[src/rtl/gpu_fixed_pkg.sv]
// Shared fixed-point types for the GPU vertex pipeline (signed Q16.16).
package gpu_fixed_pkg;

    localparam int FRAC_BITS = 16;

    typedef logic signed [31:0] fixed_t;

    typedef enum logic [1:0] {
        IDLE,
        ISSUE,
        WAIT,
        OUTPUT
    } persp_state_t;

    localparam fixed_t ONE = 32'sh0001_0000;

    // Magnitude as an unsigned value, so -2^31 maps to 2^31 rather than overflowing
    function automatic logic [31:0] abs_mag(input fixed_t v);
        return v[31] ? 32'(-v) : 32'(v);
    endfunction

endpackage

[src/rtl/perspective_divide_if.sv]
// Vertex-in / NDC-out handshake bundle between the transform stage and rasteriser setup.
interface perspective_divide_if #(
    parameter int WIDTH = 32
);
    logic                    in_valid;
    logic                    in_ready;
    logic signed [WIDTH-1:0] in_x;
    logic signed [WIDTH-1:0] in_y;
    logic signed [WIDTH-1:0] in_z;
    logic signed [WIDTH-1:0] in_w;
    logic                    out_valid;
    logic                    out_ready;
    logic signed [WIDTH-1:0] out_x;
    logic signed [WIDTH-1:0] out_y;
    logic signed [WIDTH-1:0] out_z;
    logic                    out_wzero;

    modport master (
        output in_valid, in_x, in_y, in_z, in_w, out_ready,
        input  in_ready, out_valid, out_x, out_y, out_z, out_wzero
    );

    modport slave (
        input  in_valid, in_x, in_y, in_z, in_w, out_ready,
        output in_ready, out_valid, out_x, out_y, out_z, out_wzero
    );
endinterface

[src/rtl/perspective_divide_div.sv]
// Sequential signed Q16.16 divider: (|n| << FRAC_BITS) / |d|, sign applied afterwards.
// finished drops on the edge after start and rises 64 edges later.
module perspective_divide_div
    import gpu_fixed_pkg::abs_mag;
#(
    parameter int WIDTH     = 32,
    parameter int FRAC_BITS = 16
) (
    input  logic                    clk,
    input  logic                    rst_n,
    input  logic                    start,
    input  logic signed [WIDTH-1:0] num,
    input  logic signed [WIDTH-1:0] den,
    output logic signed [WIDTH-1:0] quotient,
    output logic                    finished
);
    localparam int         ACC_W      = WIDTH + FRAC_BITS;
    localparam logic [6:0] STEPS      = 7'(ACC_W);
    localparam logic [6:0] LAST_COUNT = 7'd63;

    logic [ACC_W-1:0] acc_q, acc_d;
    logic [WIDTH-1:0] rem_q, rem_d;
    logic [WIDTH-1:0] den_q, den_d;
    logic             neg_q, neg_d;
    logic [6:0]       count_q, count_d;
    logic             finished_q, finished_d;
    logic [WIDTH:0]   rem_shift;
    logic [WIDTH:0]   rem_diff;
    logic [WIDTH-1:0] quot_mag;

    // acc_q starts as the shifted dividend and fills with quotient bits from the bottom
    always_comb begin
        acc_d      = acc_q;
        rem_d      = rem_q;
        den_d      = den_q;
        neg_d      = neg_q;
        count_d    = count_q;
        finished_d = finished_q;
        rem_shift  = {rem_q, acc_q[ACC_W-1]};
        rem_diff   = rem_shift - {1'b0, den_q};
        if (start) begin
            acc_d      = {abs_mag(num), {FRAC_BITS{1'b0}}};
            den_d      = abs_mag(den);
            neg_d      = num[WIDTH-1] ^ den[WIDTH-1];
            rem_d      = '0;
            count_d    = '0;
            finished_d = 1'b0;
        end else if (!finished_q) begin
            count_d = count_q + 7'd1;
            if (count_q < STEPS) begin
                if (!rem_diff[WIDTH]) begin
                    rem_d = rem_diff[WIDTH-1:0];
                    acc_d = {acc_q[ACC_W-2:0], 1'b1};
                end else begin
                    rem_d = rem_shift[WIDTH-1:0];
                    acc_d = {acc_q[ACC_W-2:0], 1'b0};
                end
            end
            if (count_q == LAST_COUNT) begin
                finished_d = 1'b1;
            end
        end
    end

    always_ff @(posedge clk or negedge rst_n) begin
        if (!rst_n) begin
            acc_q      <= '0;
            rem_q      <= '0;
            den_q      <= '0;
            neg_q      <= 1'b0;
            count_q    <= '0;
            finished_q <= 1'b1;
        end else begin
            acc_q      <= acc_d;
            rem_q      <= rem_d;
            den_q      <= den_d;
            neg_q      <= neg_d;
            count_q    <= count_d;
            finished_q <= finished_d;
        end
    end

    assign quot_mag = acc_q[WIDTH-1:0];
    assign quotient = neg_q ? -quot_mag : quot_mag;
    assign finished = finished_q;

endmodule

[src/rtl/perspective_divide.sv]
// Clip-space vertex -> NDC (x/w, y/w, z/w), sharing one sequential divider over the three
// components. A w of exactly zero bypasses the divider and reports zeros with out_wzero.
module perspective_divide #(
    parameter int WIDTH     = 32,
    parameter int FRAC_BITS = gpu_fixed_pkg::FRAC_BITS
) (
    input  logic clk,
    input  logic rst_n,
    perspective_divide_if.slave bus
);
    import gpu_fixed_pkg::persp_state_t;
    import gpu_fixed_pkg::IDLE;
    import gpu_fixed_pkg::ISSUE;
    import gpu_fixed_pkg::WAIT;
    import gpu_fixed_pkg::OUTPUT;

    persp_state_t            state_q, state_d;
    logic [1:0]              idx_q, idx_d;
    logic signed [WIDTH-1:0] x_q, x_d, y_q, y_d, z_q, z_d, w_q, w_d;
    logic signed [WIDTH-1:0] out_x_q, out_x_d, out_y_q, out_y_d, out_z_q, out_z_d;
    logic                    out_wzero_q, out_wzero_d;
    logic                    out_valid_q, out_valid_d;
    logic                    in_ready_q, in_ready_d;
    logic                    div_start_q, div_start_d;
    logic signed [WIDTH-1:0] div_num;
    logic signed [WIDTH-1:0] div_quot;
    logic                    div_finished;

    always_comb begin
        unique case (idx_q)
            2'd0:    div_num = x_q;
            2'd1:    div_num = y_q;
            default: div_num = z_q;
        endcase
    end

    perspective_divide_div #(
        .WIDTH     (WIDTH),
        .FRAC_BITS (FRAC_BITS)
    ) u_div (
        .clk      (clk),
        .rst_n    (rst_n),
        .start    (div_start_q),
        .num      (div_num),
        .den      (w_q),
        .quotient (div_quot),
        .finished (div_finished)
    );

    // WAIT is only entered after ISSUE, by which time the divider has cleared finished
    always_comb begin
        state_d     = state_q;
        idx_d       = idx_q;
        x_d         = x_q;
        y_d         = y_q;
        z_d         = z_q;
        w_d         = w_q;
        out_x_d     = out_x_q;
        out_y_d     = out_y_q;
        out_z_d     = out_z_q;
        out_wzero_d = out_wzero_q;
        out_valid_d = out_valid_q;
        in_ready_d  = in_ready_q;
        div_start_d = 1'b0;
        unique case (state_q)
            IDLE: begin
                if (bus.in_valid && in_ready_q) begin
                    x_d        = bus.in_x;
                    y_d        = bus.in_y;
                    z_d        = bus.in_z;
                    w_d        = bus.in_w;
                    idx_d      = 2'd0;
                    in_ready_d = 1'b0;
                    if (bus.in_w == '0) begin
                        out_x_d     = '0;
                        out_y_d     = '0;
                        out_z_d     = '0;
                        out_wzero_d = 1'b1;
                        out_valid_d = 1'b1;
                        state_d     = OUTPUT;
                    end else begin
                        div_start_d = 1'b1;
                        state_d     = ISSUE;
                    end
                end
            end
            ISSUE: begin
                state_d = WAIT;
            end
            WAIT: begin
                if (div_finished) begin
                    unique case (idx_q)
                        2'd0:    out_x_d = div_quot;
                        2'd1:    out_y_d = div_quot;
                        default: out_z_d = div_quot;
                    endcase
                    if (idx_q < 2'd2) begin
                        idx_d       = idx_q + 2'd1;
                        div_start_d = 1'b1;
                        state_d     = ISSUE;
                    end else begin
                        idx_d       = 2'd0;
                        out_valid_d = 1'b1;
                        state_d     = OUTPUT;
                    end
                end
            end
            OUTPUT: begin
                if (bus.out_ready) begin
                    out_valid_d = 1'b0;
                    out_wzero_d = 1'b0;
                    in_ready_d  = 1'b1;
                    state_d     = IDLE;
                end
            end
            default: state_d = IDLE;
        endcase
    end

    always_ff @(posedge clk or negedge rst_n) begin
        if (!rst_n) begin
            state_q     <= IDLE;
            idx_q       <= '0;
            x_q         <= '0;
            y_q         <= '0;
            z_q         <= '0;
            w_q         <= '0;
            out_x_q     <= '0;
            out_y_q     <= '0;
            out_z_q     <= '0;
            out_wzero_q <= 1'b0;
            out_valid_q <= 1'b0;
            in_ready_q  <= 1'b1;
            div_start_q <= 1'b0;
        end else begin
            state_q     <= state_d;
            idx_q       <= idx_d;
            x_q         <= x_d;
            y_q         <= y_d;
            z_q         <= z_d;
            w_q         <= w_d;
            out_x_q     <= out_x_d;
            out_y_q     <= out_y_d;
            out_z_q     <= out_z_d;
            out_wzero_q <= out_wzero_d;
            out_valid_q <= out_valid_d;
            in_ready_q  <= in_ready_d;
            div_start_q <= div_start_d;
        end
    end

    assign bus.in_ready  = in_ready_q;
    assign bus.out_valid = out_valid_q;
    assign bus.out_x     = out_x_q;
    assign bus.out_y     = out_y_q;
    assign bus.out_z     = out_z_q;
    assign bus.out_wzero = out_wzero_q;

endmodule

[src/flat_wrapper.sv]
// flat-port wrapper written by rule: the top's interface ports become plain ports
module perspective_divide_flat import gpu_fixed_pkg::persp_state_t; import gpu_fixed_pkg::IDLE; import gpu_fixed_pkg::ISSUE; import gpu_fixed_pkg::WAIT; import gpu_fixed_pkg::OUTPUT;
#(
    parameter int WIDTH     = 32,
    parameter int FRAC_BITS = gpu_fixed_pkg::FRAC_BITS
)
  (clk, rst_n, bus_in_valid, bus_in_x, bus_in_y, bus_in_z, bus_in_w, bus_out_ready, bus_in_ready, bus_out_valid, bus_out_x, bus_out_y, bus_out_z, bus_out_wzero);
  perspective_divide_if #(.WIDTH(WIDTH)) bus_i ();
  input  logic clk;
  input  logic rst_n;
  input wire logic [$bits(bus_i.in_valid)-1:0] bus_in_valid;
  input wire logic [$bits(bus_i.in_x)-1:0] bus_in_x;
  input wire logic [$bits(bus_i.in_y)-1:0] bus_in_y;
  input wire logic [$bits(bus_i.in_z)-1:0] bus_in_z;
  input wire logic [$bits(bus_i.in_w)-1:0] bus_in_w;
  input wire logic [$bits(bus_i.out_ready)-1:0] bus_out_ready;
  output wire logic [$bits(bus_i.in_ready)-1:0] bus_in_ready;
  output wire logic [$bits(bus_i.out_valid)-1:0] bus_out_valid;
  output wire logic [$bits(bus_i.out_x)-1:0] bus_out_x;
  output wire logic [$bits(bus_i.out_y)-1:0] bus_out_y;
  output wire logic [$bits(bus_i.out_z)-1:0] bus_out_z;
  output wire logic [$bits(bus_i.out_wzero)-1:0] bus_out_wzero;
  assign bus_i.in_valid = bus_in_valid;
  assign bus_i.in_x = bus_in_x;
  assign bus_i.in_y = bus_in_y;
  assign bus_i.in_z = bus_in_z;
  assign bus_i.in_w = bus_in_w;
  assign bus_i.out_ready = bus_out_ready;
  assign bus_in_ready = bus_i.in_ready;
  assign bus_out_valid = bus_i.out_valid;
  assign bus_out_x = bus_i.out_x;
  assign bus_out_y = bus_i.out_y;
  assign bus_out_z = bus_i.out_z;
  assign bus_out_wzero = bus_i.out_wzero;
  perspective_divide #(.WIDTH(WIDTH), .FRAC_BITS(FRAC_BITS)) u_core (.clk(clk), .rst_n(rst_n), .bus(bus_i));
endmodule
[config.mk]
export PLATFORM = sky130hd
export DESIGN_NAME = perspective_divide_flat
export DESIGN_NICKNAME = d
export VERILOG_FILES = /design/src/rtl/gpu_fixed_pkg.sv /design/src/rtl/perspective_divide_if.sv /design/src/rtl/perspective_divide_div.sv /design/src/rtl/perspective_divide.sv /design/src/flat_wrapper.sv
export SDC_FILE = /design/constraint.sdc
export NUM_CORES = 1
export LEC_CHECK = 0
export CAP_MARGIN = 20
export CORE_AREA = 2 2 194 196
export CTS_CLUSTER_SIZE = 20
export DETAILED_ROUTE_END_ITERATION = 10
export DIE_AREA = 0 0 196 198
export GPL_ROUTABILITY_DRIVEN = 1
export PLACE_DENSITY = 0.81
export RECOVER_POWER = 50
export SLEW_MARGIN = 20
export SYNTH_ARGS = -nofsm -noshare
export SYNTH_HDL_FRONTEND = slang
export SYNTH_SLANG_ARGS = --single-unit
[constraint.sdc]
create_clock -name clk -period 3.1 [get_ports clk]
set_input_delay 0.465 -clock clk [delete_from_list [all_inputs] [get_ports clk]]
set_output_delay 0.465 -clock clk [all_outputs]
set_load 0.02 [all_outputs]
==> results.md <==
- Outcome: finished with violations
- Failing checks: capacitance limit, slew limit, setup timing
- FF-to-FF setup slack: -0.04 ns
- Critical path type: reg -> reg
- Initial DRC Count: ~1000
- LEAKAGE: 10.6 nW
- Unique masters post-synth: 67
- Fin area: 0.0237 mm^2
- Worst Path Arrival: about 3.5 ns
- Yosys reg bits: about 350
- R2R depth: 14
- Largest net degree at the start of global routing: slightly above 100
- Critical path buffers and inverters: 3
- Slew Viols, Final: 84
- Finished Core Util: 0.640
- Ports: ~230
- Layout cell share with drive strength beyond 1: 0.228
- Final Wtd Congestion: around 0.87
- Mapped Cells: ~1700
- Adder-Cell Fraction of Synth Area: 0.0255
- Max Clk Rate: about 0.32 GHz
- Routed len/inst: 18.1 um
- Clock power share: 0.502
- H-tree level count: 2
- Die height: 198 um
- RSZ-0062 raised after global routing: yes
- Switching Share: 0.203
- Largest family of logic cells by synthesized area: multiplexers
- Comb pwr share: 0.029
- First-pass GRT wire length: between 70 and 80 mm
- Power density cells: between 400 and 500 mW/mm^2
- Final ANT Viol Nets: 0
- Worst-path clk slew: about 0.060 ns
- Worst-path fanout max: 7
- Hold EP: u_core.bus.out_z[0]
- Maxcap violations: 1
- CP Depth: 14
- Post-synthesis sequential area ratio: 0.478
- Die footprint: between 0.03 and 0.04 mm^2
- Layout Nets: roughly 2200
- Primary FF master, synth: dfrtp_1
- TritonCTS buffer count: 38
- CTS tree: built
- Hold Fails Final Rpt: 0
- Xor/xnor share of the synthesized area: 0.0576
- Clock Tree Buf Depth: 3
- GR Overflow Total: 0
- Period utilization: 1.01
- Net Sw Power: 2.00 mW
- Final WS setup: -0.0438 ns
- Diode count: 0
- Hold path start: u_core.bus.out_z[0]
- WP data required: roughly 3.5 ns
- Tmin final: 3.14 ns
- Syn-to-layout area delta: 28.0%
- Die X: 196 um
- Share of power burned in registers: 0.469
- EDFF count, synth: 0
- Worst-Margin Slew: ~2.1 ns
- # setup viols final: 11
- Synth Warn #: 0
- Hold path depth: 2
- First-pass iteration count of the detailed router: 5
- Port Buffers: 230
- CP Launch Type: register
- Final wirelength: 45.6 mm
- Initial antenna violation count: 0
- Starting Density: 0.500
- Core area: approximately 0.037 mm^2
- Root Buffer Master: clkbuf_16
- DRC Markers: 0
- Crit path capture type: register
- Internal power: ~8 mW
- FP Rows: 71
- Syn Std Cell Area: 0.0185 mm^2
- Critical path, cell by cell: inv_2 -> ha_4 -> inv_2 -> fa_2 -> a211oi_2 -> o211ai_1 -> a21oi_2 -> nor3_2 -> nor3_2 -> o21ai_2 -> xor2_4 -> buf_6 -> mux2i_2 -> a211oi_2
- CP delay by family, top: compound AO/OA/AOI/OAI gates
- Post-DP HPWL: 32.2 mm
- Min-Delay Path Class: reg -> reg
- Gr usage total: 0.234
- Synth Area per Inst: ~11 um^2
- Syn_nets: around 1900
- Max incr delay on CP: around 0.4 ns
- Normalized max-slew margin: -0.416
- Async S/R FF share, synth: 1.00
- Worst skew pair latency: around 0.54 ns
- CP max-delay cell: dfrtp_1
- Worst VDD drop: 382 uV
- FF-to-FF End: u_core.u_div.rem_q[9]
- Routed vias/inst: 5.69
- Detailed-route via count: 14300
- Vias in the first global route: between 10000 and 15000
- Clock skew: 0.0268 ns
- Synth Area in Simple Gates: 0.105
- # clock sinks: 353
- Placed cell areas: 0.0218 mm^2
- Multiplexer share of the synthesized area: 0.179
- Compound-Gate Fraction of Synth Area: 0.122
- R2r startpoint: u_core.u_div.acc_q[47]
[synth_stat cells, drive strengths merged, types with 39 or more instances]
cell / number / area share
nand2: 143 / 0.029
dfrtp: 351 / 0.48
clkbuf: 72 / 0.016
o21ai: 86 / 0.023
o31ai: 49 / 0.022
xnor2: 39 / 0.018
mux2: 217 / 0.13
xor2: 80 / 0.039
a21oi: 115 / 0.031
mux2i: 87 / 0.047
inv: 47 / 0.0095
nor2: 135 / 0.027
[power groups by stage]
| stage | registers (mW) | clock network, mW | logic [mW] |
|---|---|---|---|
| detailed placement | 4.69 | 0 | 0.299 |
| CTS | 4.61 | 5.01 | 0.302 |
| global route | 4.61 | 5.22 | 0.321 |
| global placement | 4.69 | 0 | 0.295 |
| floorplan | 4.70 | 0 | 0.00430 |
| finish | 4.61 | 4.94 | 0.290 |
[worst max path at each step]
stage,start,endpoint,slack [ns]
final,u_core.u_div.acc_q[47],u_core.u_div.rem_q[9],-0.04
after global routing,u_core.u_div.acc_q[47],u_core.u_div.rem_q[9],-0.20
after CTS,u_core.u_div.acc_q[8],u_core.bus.out_z[24],0.0005
after detailed placement,u_core.u_div.acc_q[47],u_core.u_div.rem_q[14],-0.31
after global placement,u_core.u_div.acc_q[47],u_core.u_div.rem_q[12],-0.16
after floorplan,u_core.u_div.acc_q[47],u_core.u_div.rem_q[27],0.01
[cells by family (layout without fill, tap and decap cells)]
kind of cell	after synthesis	after routing
AOI/OAI and AO/OA	358	358
DFF	353	353
adders and majority gates	37	37
xor gates and xnor gates	119	119
muxes	304	304
and+or+nand+nor	414	414
buffers and inverters	145	457
[layout make-up]
cell class              count  area, um^2
fillers                  2772       13300
multi-input cells        1232        9330
inverters                  47         176
clock buffers              55        1140
clock inverters            15         255
well taps                 474         593
repair buffers            340        3320
flip-flops and latches    353        8850
[what timing repair did]
item	4_1_cts	5_1_grt
setup endpoints to repair	38	66
hold buffers	1	0
gates cloned	0	1
hold endpoints to repair	17	0
buffers inserted	9	12
resized for setup	5	55
pin swaps	7	27
[placed cells by master, fill, tap and decap left out, types with 15 or more instances in the layout]
master           instances
clkdlybuf4s50_1        229
mux2_2                 216
o31ai_1                 40
dfrtp_1                347
o21ai_0                 79
nand4_1                 15
a211oi_1                24
xor2_1                  74
buf_4                   91
a21oi_1                114
inv_1                   45
ha_1                    35
nand2_1                143
xnor2_1                 39
clkbuf_16               41
nor2_1                 134
mux2i_1                 81
[metrics by stage]
stage	hold slack [ns]	total power [mW]	worst slack (ns)	std cells	TNS, ns
after floorplan	0.169	4.70	0.0150	1730	0
after detailed placement	0.474	4.99	-0.307	2424	-5.44
after global placement	0.466	4.99	-0.164	2424	-2.71
after CTS	0.496	9.92	0.000505	2504	0
final	0.491	9.83	-0.0438	2516	-0.126
after global routing	0.520	10.1	-0.203	2516	-8.39
[routing by layer]
| metal | track usage | part of all wire | up-vias |
|---|---|---|---|
| li1 | - | - | 6742 |
| met1 | 0.320 | 0.44 | 7085 |
| met2 | 0.389 | 0.48 | 434 |
| met3 | 0.0428 | 0.061 | 63 |
| met4 | 0.0558 | 0.018 | 0 |
| met5 | 0 | 0 | - |
[state kept, by name (all words and copies together), names as in the netlist, 32 cells and up]
name,count
u_core.bus.out_x,32
u_core.w_q,32
u_core.u_div.rem_q,32
u_core.x_q,32
u_core.u_div.den_q,32
u_core.y_q,32
u_core.bus.out_z,32
u_core.z_q,32
u_core.u_div.acc_q,48
u_core.bus.out_y,32
[tightest hold or removal path: cells and delay by family (launching register included)]
| family | cells | cell delay, ns |
|---|---|---|
| simple gates | 1 | 0.05 |
| flops | 1 | 0.35 |
| compound gates | 1 | 0.06 |
Note: power is estimated with default switching activity, not from simulation.
